--- config.mk ---
export PLATFORM = sky130hd
export DESIGN_NAME = rr_bus_arbiter
export DESIGN_NICKNAME = d
export VERILOG_FILES = /design/src/rtl/rr_bus_arbiter.sv
export SDC_FILE = /design/constraint.sdc
export NUM_CORES = 1
export LEC_CHECK = 0
export ABC_AREA = 1
export BUFFER_PORTS_ARGS = -buffer_cell sky130_fd_sc_hd__buf_4
export CORE_MARGIN = 10
export CORE_UTILIZATION = 46
export DETAILED_ROUTE_END_ITERATION = 10
export PLACE_DENSITY_LB_ADDON = 0.15
export RECOVER_POWER = 50
export SYNTH_ARGS = -nofsm -noshare
export SYNTH_HDL_FRONTEND = slang
export SYNTH_SLANG_ARGS = --single-unit
--- constraint.sdc ---
create_clock -name clk -period 3.9 [get_ports clk]
set_input_delay 0.975 -clock clk [delete_from_list [all_inputs] [get_ports clk]]
set_output_delay 0.975 -clock clk [all_outputs]
set_load 0.02 [all_outputs]
--- src/rtl/rr_bus_arbiter.sv ---
// rtl/rr_bus_arbiter.sv - eight-way round-robin bus arbiter with active-low one-hot select
module rr_bus_arbiter #(
    parameter int MAX_HOLD = 16
) (
    input  logic       clk,
    input  logic       rst,
    input  logic       en,
    input  logic [7:0] req,
    output logic       gnt_vld,
    output logic [2:0] gnt_idx,
    output logic [7:0] gnt_n,
    output logic       busy
);

    typedef enum logic [1:0] {
        IDLE    = 2'd0,
        GRANT   = 2'd1,
        RELEASE = 2'd2
    } state_t;

    localparam logic [7:0] HOLD_LIM = 8'(MAX_HOLD);

    state_t     state;
    logic [2:0] ptr;
    logic [7:0] hold_cnt;
    logic [2:0] search_ptr;
    logic [2:0] winner;
    logic       timeout;

    // First requester at or after p, wrapping mod 8; descending scan so the
    // smallest offset from p is the last one to overwrite the result.
    function automatic logic [2:0] pick(input logic [7:0] r, input logic [2:0] p);
        logic [2:0] c;
        pick = p;
        for (int i = 7; i >= 0; i--) begin
            c = p + 3'(i);
            if (r[c]) pick = c;
        end
    endfunction

    function automatic logic [7:0] decode_n(input logic [2:0] i);
        decode_n = ~(8'b0000_0001 << i);
    endfunction

    // In RELEASE the pointer update and the re-arbitration happen on the same
    // edge, so search from the post-release pointer directly.
    always_comb begin
        search_ptr = (state == RELEASE) ? (gnt_idx + 3'd1) : ptr;
        winner     = pick(req, search_ptr);
        timeout    = (MAX_HOLD != 0) && (hold_cnt == HOLD_LIM);
    end

    always_ff @(posedge clk) begin
        if (rst) begin
            state    <= IDLE;
            ptr      <= 3'd0;
            hold_cnt <= 8'd0;
            gnt_vld  <= 1'b0;
            gnt_idx  <= 3'd0;
            gnt_n    <= 8'hFF;
            busy     <= 1'b0;
        end else begin
            case (state)
                IDLE: begin
                    if (en && (req != 8'd0)) begin
                        state    <= GRANT;
                        gnt_vld  <= 1'b1;
                        gnt_idx  <= winner;
                        gnt_n    <= decode_n(winner);
                        busy     <= 1'b1;
                        hold_cnt <= 8'd1;
                    end
                end
                GRANT: begin
                    if (!req[gnt_idx] || timeout) begin
                        state    <= RELEASE;
                        gnt_vld  <= 1'b0;
                        gnt_n    <= 8'hFF;
                        hold_cnt <= 8'd0;
                    end else if (hold_cnt != 8'hFF) begin
                        hold_cnt <= hold_cnt + 8'd1;
                    end
                end
                RELEASE: begin
                    ptr <= gnt_idx + 3'd1;
                    if (en && (req != 8'd0)) begin
                        state    <= GRANT;
                        gnt_vld  <= 1'b1;
                        gnt_idx  <= winner;
                        gnt_n    <= decode_n(winner);
                        hold_cnt <= 8'd1;
                    end else begin
                        state <= IDLE;
                        busy  <= 1'b0;
                    end
                end
                default: begin
                    state   <= IDLE;
                    gnt_vld <= 1'b0;
                    gnt_n   <= 8'hFF;
                    busy    <= 1'b0;
                end
            endcase
        end
    end

endmodule

[Word-level counts from Yosys, hierarchy flattened]
Cells that the tools add are included.
Cells by class
  $lt $le $gt $ge: 9
  shifts and indexed selects: 1
  $mul: 0
  multiplexer cells: 43
  reduce and logical (&&, ||, !) cells: 12
  divide/modulo/power cells: 0
  bitwise logic cells: 2
  add/subtract/negate cells: 9
  eq/ne operators: 9
Operators by type and width (count)
  8-bit two-way mux: 5
  3-bit by 4-bit less-than comparator with 1-bit output (second input constant): 9
  8-bit one-hot mux with 2 select lines: 2
  1-bit binary-select mux with 3-bit select: 9
  3-bit two-way mux: 9
  1-bit two-way mux: 13
  3-bit adder (second input constant): 4
  8-bit by 1-bit adder with 8-bit output (second input constant): 1
  8-bit by 5-bit == test with 1-bit output (second input constant): 1
  8-bit inequality test (second input constant): 1
  8-bit inverter: 1
  8-bit nonzero test: 1
  1-bit by 3-bit left shift with 8-bit output (first input constant): 1
  3-bit by 1-bit adder with 3-bit output (second input constant): 2
  3-bit by 2-bit adder with 3-bit output (second input constant): 2
  2-bit inequality test (second input constant): 3
  2-bit one-hot mux with 3 select lines: 1
  2-bit AND reduction: 3
  3-bit AND reduction: 2
  2-bit two-way mux: 2
  3-bit inequality test (second input constant): 1
  1-bit one-hot mux with 3 select lines: 1
  2-bit by 1-bit == test with 1-bit output (second input constant): 1
  2-bit == test (second input constant): 1
  9 further kinds: 9
Word-level totals
  memory bits (writable): 0
  register bits after elaboration: 26
  latch bits: 0
  memory bits (read-only): 0
  memories: 0

[Depth between registers and ports, before layout]
  depth in word-level cells: 17
  gate-level depth with buffers: 23

[Worst setup path before layout]
No wires, ideal clock.
  path type: register to register
  from: register gnt_idx[0]
  to: register gnt_n[4]
  required time: 3785 ps
  clock period less this slack: 2713 ps
  buffers on the path: 1
  cell stages (with the launch flop): 22
  data arrival time: 2598 ps
  path slack: 1187 ps
  cells stage by stage: dfxtp_1 -> ha_1 -> nand3_1 -> nand2_2 -> buf_6 -> ha_1 -> inv_1 -> nand3_1 -> o21ai_1 -> inv_1 -> o21ai_2 -> o21ai_1 -> nand2_1 -> nand2_1 -> nand2_1 -> nand2_1 -> nand3_1 -> nand2_2 -> inv_2 -> nand3_1 -> nand2_1 -> nand2_1
On the way
  word-level cells in the longest chain between the ends: 17
Ends and longest elaborated chain
  from (decl): line 10  | output logic [2:0] gnt_idx,
  from (signal assigned): line 68  | gnt_idx <= winner;
  from (signal assigned): line 89  | gnt_idx <= winner;
  3-bit by 1-bit adder with 3-bit output: line 48  | search_ptr = (state == RELEASE) ? (gnt_idx + 3'd1) : ptr;
  3-bit two-way mux
  3-bit adder: line 36  | c = p + 3'(i);
  1-bit binary-select mux with 3-bit select: line 37  | if (r[c]) pick = c;
  1-bit two-way mux (implied by the code): line 37
  3-bit two-way mux (8 in series): line 37
  1-bit by 3-bit left shift with 8-bit output: line 42  | decode_n = ~(8'b0000_0001 << i);
  8-bit inverter: line 42
  8-bit two-way mux: line 65, 86
  8-bit one-hot mux with 2 select lines: line 63  | case (state)
  to (signal assigned): line 69  | gnt_n <= decode_n(winner);
  to (signal assigned): line 90  | gnt_n <= decode_n(winner);
  to (decl): line 11  | output logic [7:0] gnt_n,
Several ways; a longest one is shown, not always the timed one. The select of a mux whose other input is x is not followed.
A chain may end at the register's enable or synchronous reset.

[Worst setup path after layout]
  from: register gnt_idx[0]
  to: register gnt_n[0]
The elaborated chain is that of the path after synthesis.

==> impl_metrics.ini <==
[grt]
antenna_found_initial = 0
first_global_vias = 2013
grt_pass1_wl_mm = 8.928
grt.total_usage = 0.1366
grt_start_max_net_pins = 17
grt_remaining_overflow = 0

[route]
dr.pass1.iters = 4
postRouteWirelength_mm = 5.133
vias_per_cell = 5.096
drc = 0
drt-wirelength-per-cell_microns = 12.37
via_count = 2115
final_antenna_net_count = 0
drt_iter0_drc = 57

[final_layout]
syn_to_final_growth_pct = 8.489
antennaDiodeCount = 0
final_util = 0.5252
final_layout_size_suffix_gt1_frac = 0.1322
final_area_sq_mm = 0.002318
nNetsFinal = 379

[sta]
hold_viol_final = 0
clock_skew_ns = 0.002626
drv_slew = 0
tns_ns = 0
layout_min_cycle_time_ns = 2.963
grt_setup_unrepaired = no
hold_ws_ns = 0.4693
setup_viol = 0
relSlewSlack = 0.6311
timing.fmax_mhz = 337.5
fin_ws_ns = 0.9367
worstMarginPinSlew_ns = 0.5520
timing.final.crit_share = 0.7598

[cts]
post_cts_buffers = 0
cts_tree = done
cts_buffers = 3
holdBufCountCts = 0
clock_latency_ns = 0.27
cts_buffer_depth = 2
path_clk_slew_ns = 0.09
cts_root_buffer = clkbuf_8
cts_max_level = 1
cts_sinks = 26
cts.repair.resized = 0

[power]
p_sw_frac = 0.4206
leakagePower_uw = 0.001137
p_seq_frac = 0.316
peakVddDrop_mv = 0.3468
comb_power_share = 0.460
p_int_uw = 575.7
clkPwrFrac = 0.224
p_sw_uw = 418.0
powerDensity_mw_per_mm2 = 428.6

[status]
status = completed

[synthesis]
synth_top_family_by_area = simple AND/OR/NAND/NOR gates
syn_nets = 358
synth_compound_area_frac = 0.1511
async_flop_share = 0
synth_xor_area_frac = 0.03220
synth_edf_count = 0
ys_ff_latch = 26
syn_inst = 343
yosys.area_share.simple = 0.4268
synthAdderAreaFrac = 0.02342
synth_top_flop_cell = dfxtp_1
syn_area_per_cell_sq_um = 6.230
ys_types = 36
ys_seq_area_frac = 0.2436
synth_warnings = 0
synth_area_sq_mm = 0.002137
synth_mux_area_frac = 0

[worst_setup_path]
cpMostUsedCell = nand2_1
critPathLaunchType = flip-flop
max_stage_delay_ns = 0.53
cp_num_buf_inv = 3
cpMaxStageDelayCell = dfxtp_1
crit_chain = ha_1, nand3_1, nand2_2, ha_1, inv_1, nand3_1, o21ai_1, inv_1, o21ai_2, o21ai_1, nand2_1, nand2_1, nand2_1, nand2_1, nand3_1, nand2_2, inv_2, nand3_1, nand2_1, nand2_1
cp.required_ns = 4.08
cp_top_family = simple AND/OR/NAND/NOR gates
path_class = reg -> reg
crit_arrival_ns = 3.14
path_max_fanout = 11
ff2ff_setup_slack_ns = 0.94
cp-end-kind = flip-flop

[flow_run]
maxCapViolations = 0

[floorplanning]
design.core.area_sq_mm = 0.004414
die_area_sq_mm = 0.007772
fp.dieH_microns = 88.16
dieWidth_microns = 88.16
start_util = 0.4841
rows = 24
io_pins = 24

[placed_design]
dpl.hpwl_mm = 4.049
place_area_sq_mm = 0.002313
gp_congestion = 0.9744
io_buffers = 23
pre_cts_ws_ns = 0.9806

[worst_hold_path]
hold_path.class = reg -> reg
power by group through the flow:
stage | clock (uW) | combinational (uW) | sequential, uW
floorplan | 0 | 353 | 335
global placement | 0 | 474 | 320
detailed placement | 0 | 474 | 320
CTS | 228 | 476 | 314
global route | 236 | 528 | 317
finish | 223 | 457 | 314
worst paths after layout:
kind,from,end,cells past startpoint
max,gnt_idx[0],gnt_n[0],20
min,gnt_vld,gnt_vld,2
max reg2reg,gnt_idx[0],gnt_n[0],20
min reg2reg,gnt_vld,gnt_vld,2
registers in the layout (all words and copies together) (netlist names):
name / count
gnt_n: 8
hold_cnt: 8
gnt_idx: 3
ptr: 3
state: 2
busy: 1
gnt_vld: 1
logic make-up after synthesis:
group | Yosys count
and+or+nand+nor | 194
buffers and inverters | 60
AOI/OAI and AO/OA | 55
DFF | 26
xor gates and xnor gates | 4
adders and majority gates | 4
metrics by stage:
stage,instances,total power (uW)
CTS,415,1018
global route,415,1082
finish,415,993.7
detailed placement,411,794.8
floorplan,343,688.6
global placement,411,793.9
Yosys cell counts (4+ instances only):
library cell	n	area share
inv_1	48	0.084
nor2_1	13	0.023
nand3_1	32	0.075
nand2_4	4	0.021
dfxtp_1	26	0.24
nand2_1	112	0.20
ha_1	4	0.023
nand2_2	13	0.038
o21ai_1	5	0.012
a21oi_1	18	0.042
inv_2	4	0.0070
nor3_1	7	0.016
o21ai_0	19	0.044
layout by cell type, fill, tap and decap left out, types with 3 or more instances in the layout:
cell	count
a21oi_1	18
buf_4	9
clkbuf_1	13
clkbuf_8	3
dfxtp_1	26
ha_1	4
inv_1	48
inv_2	4
nand2_1	115
nand2_2	12
nand3_1	32
nand3_2	3
nand4_1	3
nor2_1	13
nor3_1	7
o21ai_0	19
o21ai_1	5
o22ai_1	3
final cells by class:
cell class	count	area, sq um
Clock inverter	1	30.03
Inverter	53	201.4
Fill cell	470	2096
Multi-Input combinational cell	257	1336
Sequential cell	26	520.5
Timing Repair Buffer	23	123.9
Tap cell	52	65.06
Clock buffer	3	41.29
per-layer routing:
| layer | wire [microns] | vias to the layer above | track usage |
|---|---|---|---|
| met1 | 2437 | 936 | 0.1648 |
| met2 | 2477 | 38 | 0.2495 |
| li1 | - | 1135 | - |
| met3 | 165 | 6 | 0.01671 |
| met5 | 0 | - | 0 |
| met4 | 53 | 0 | 0.02996 |
worst min-delay path, delay by kind of cell (launching register included):
family	cells	cell delay (ns)
AOI/OAI and AO/OA	1	0.05
DFF	1	0.32
and+or+nand+nor	1	0.06
(Power assumes the default switching activity.)
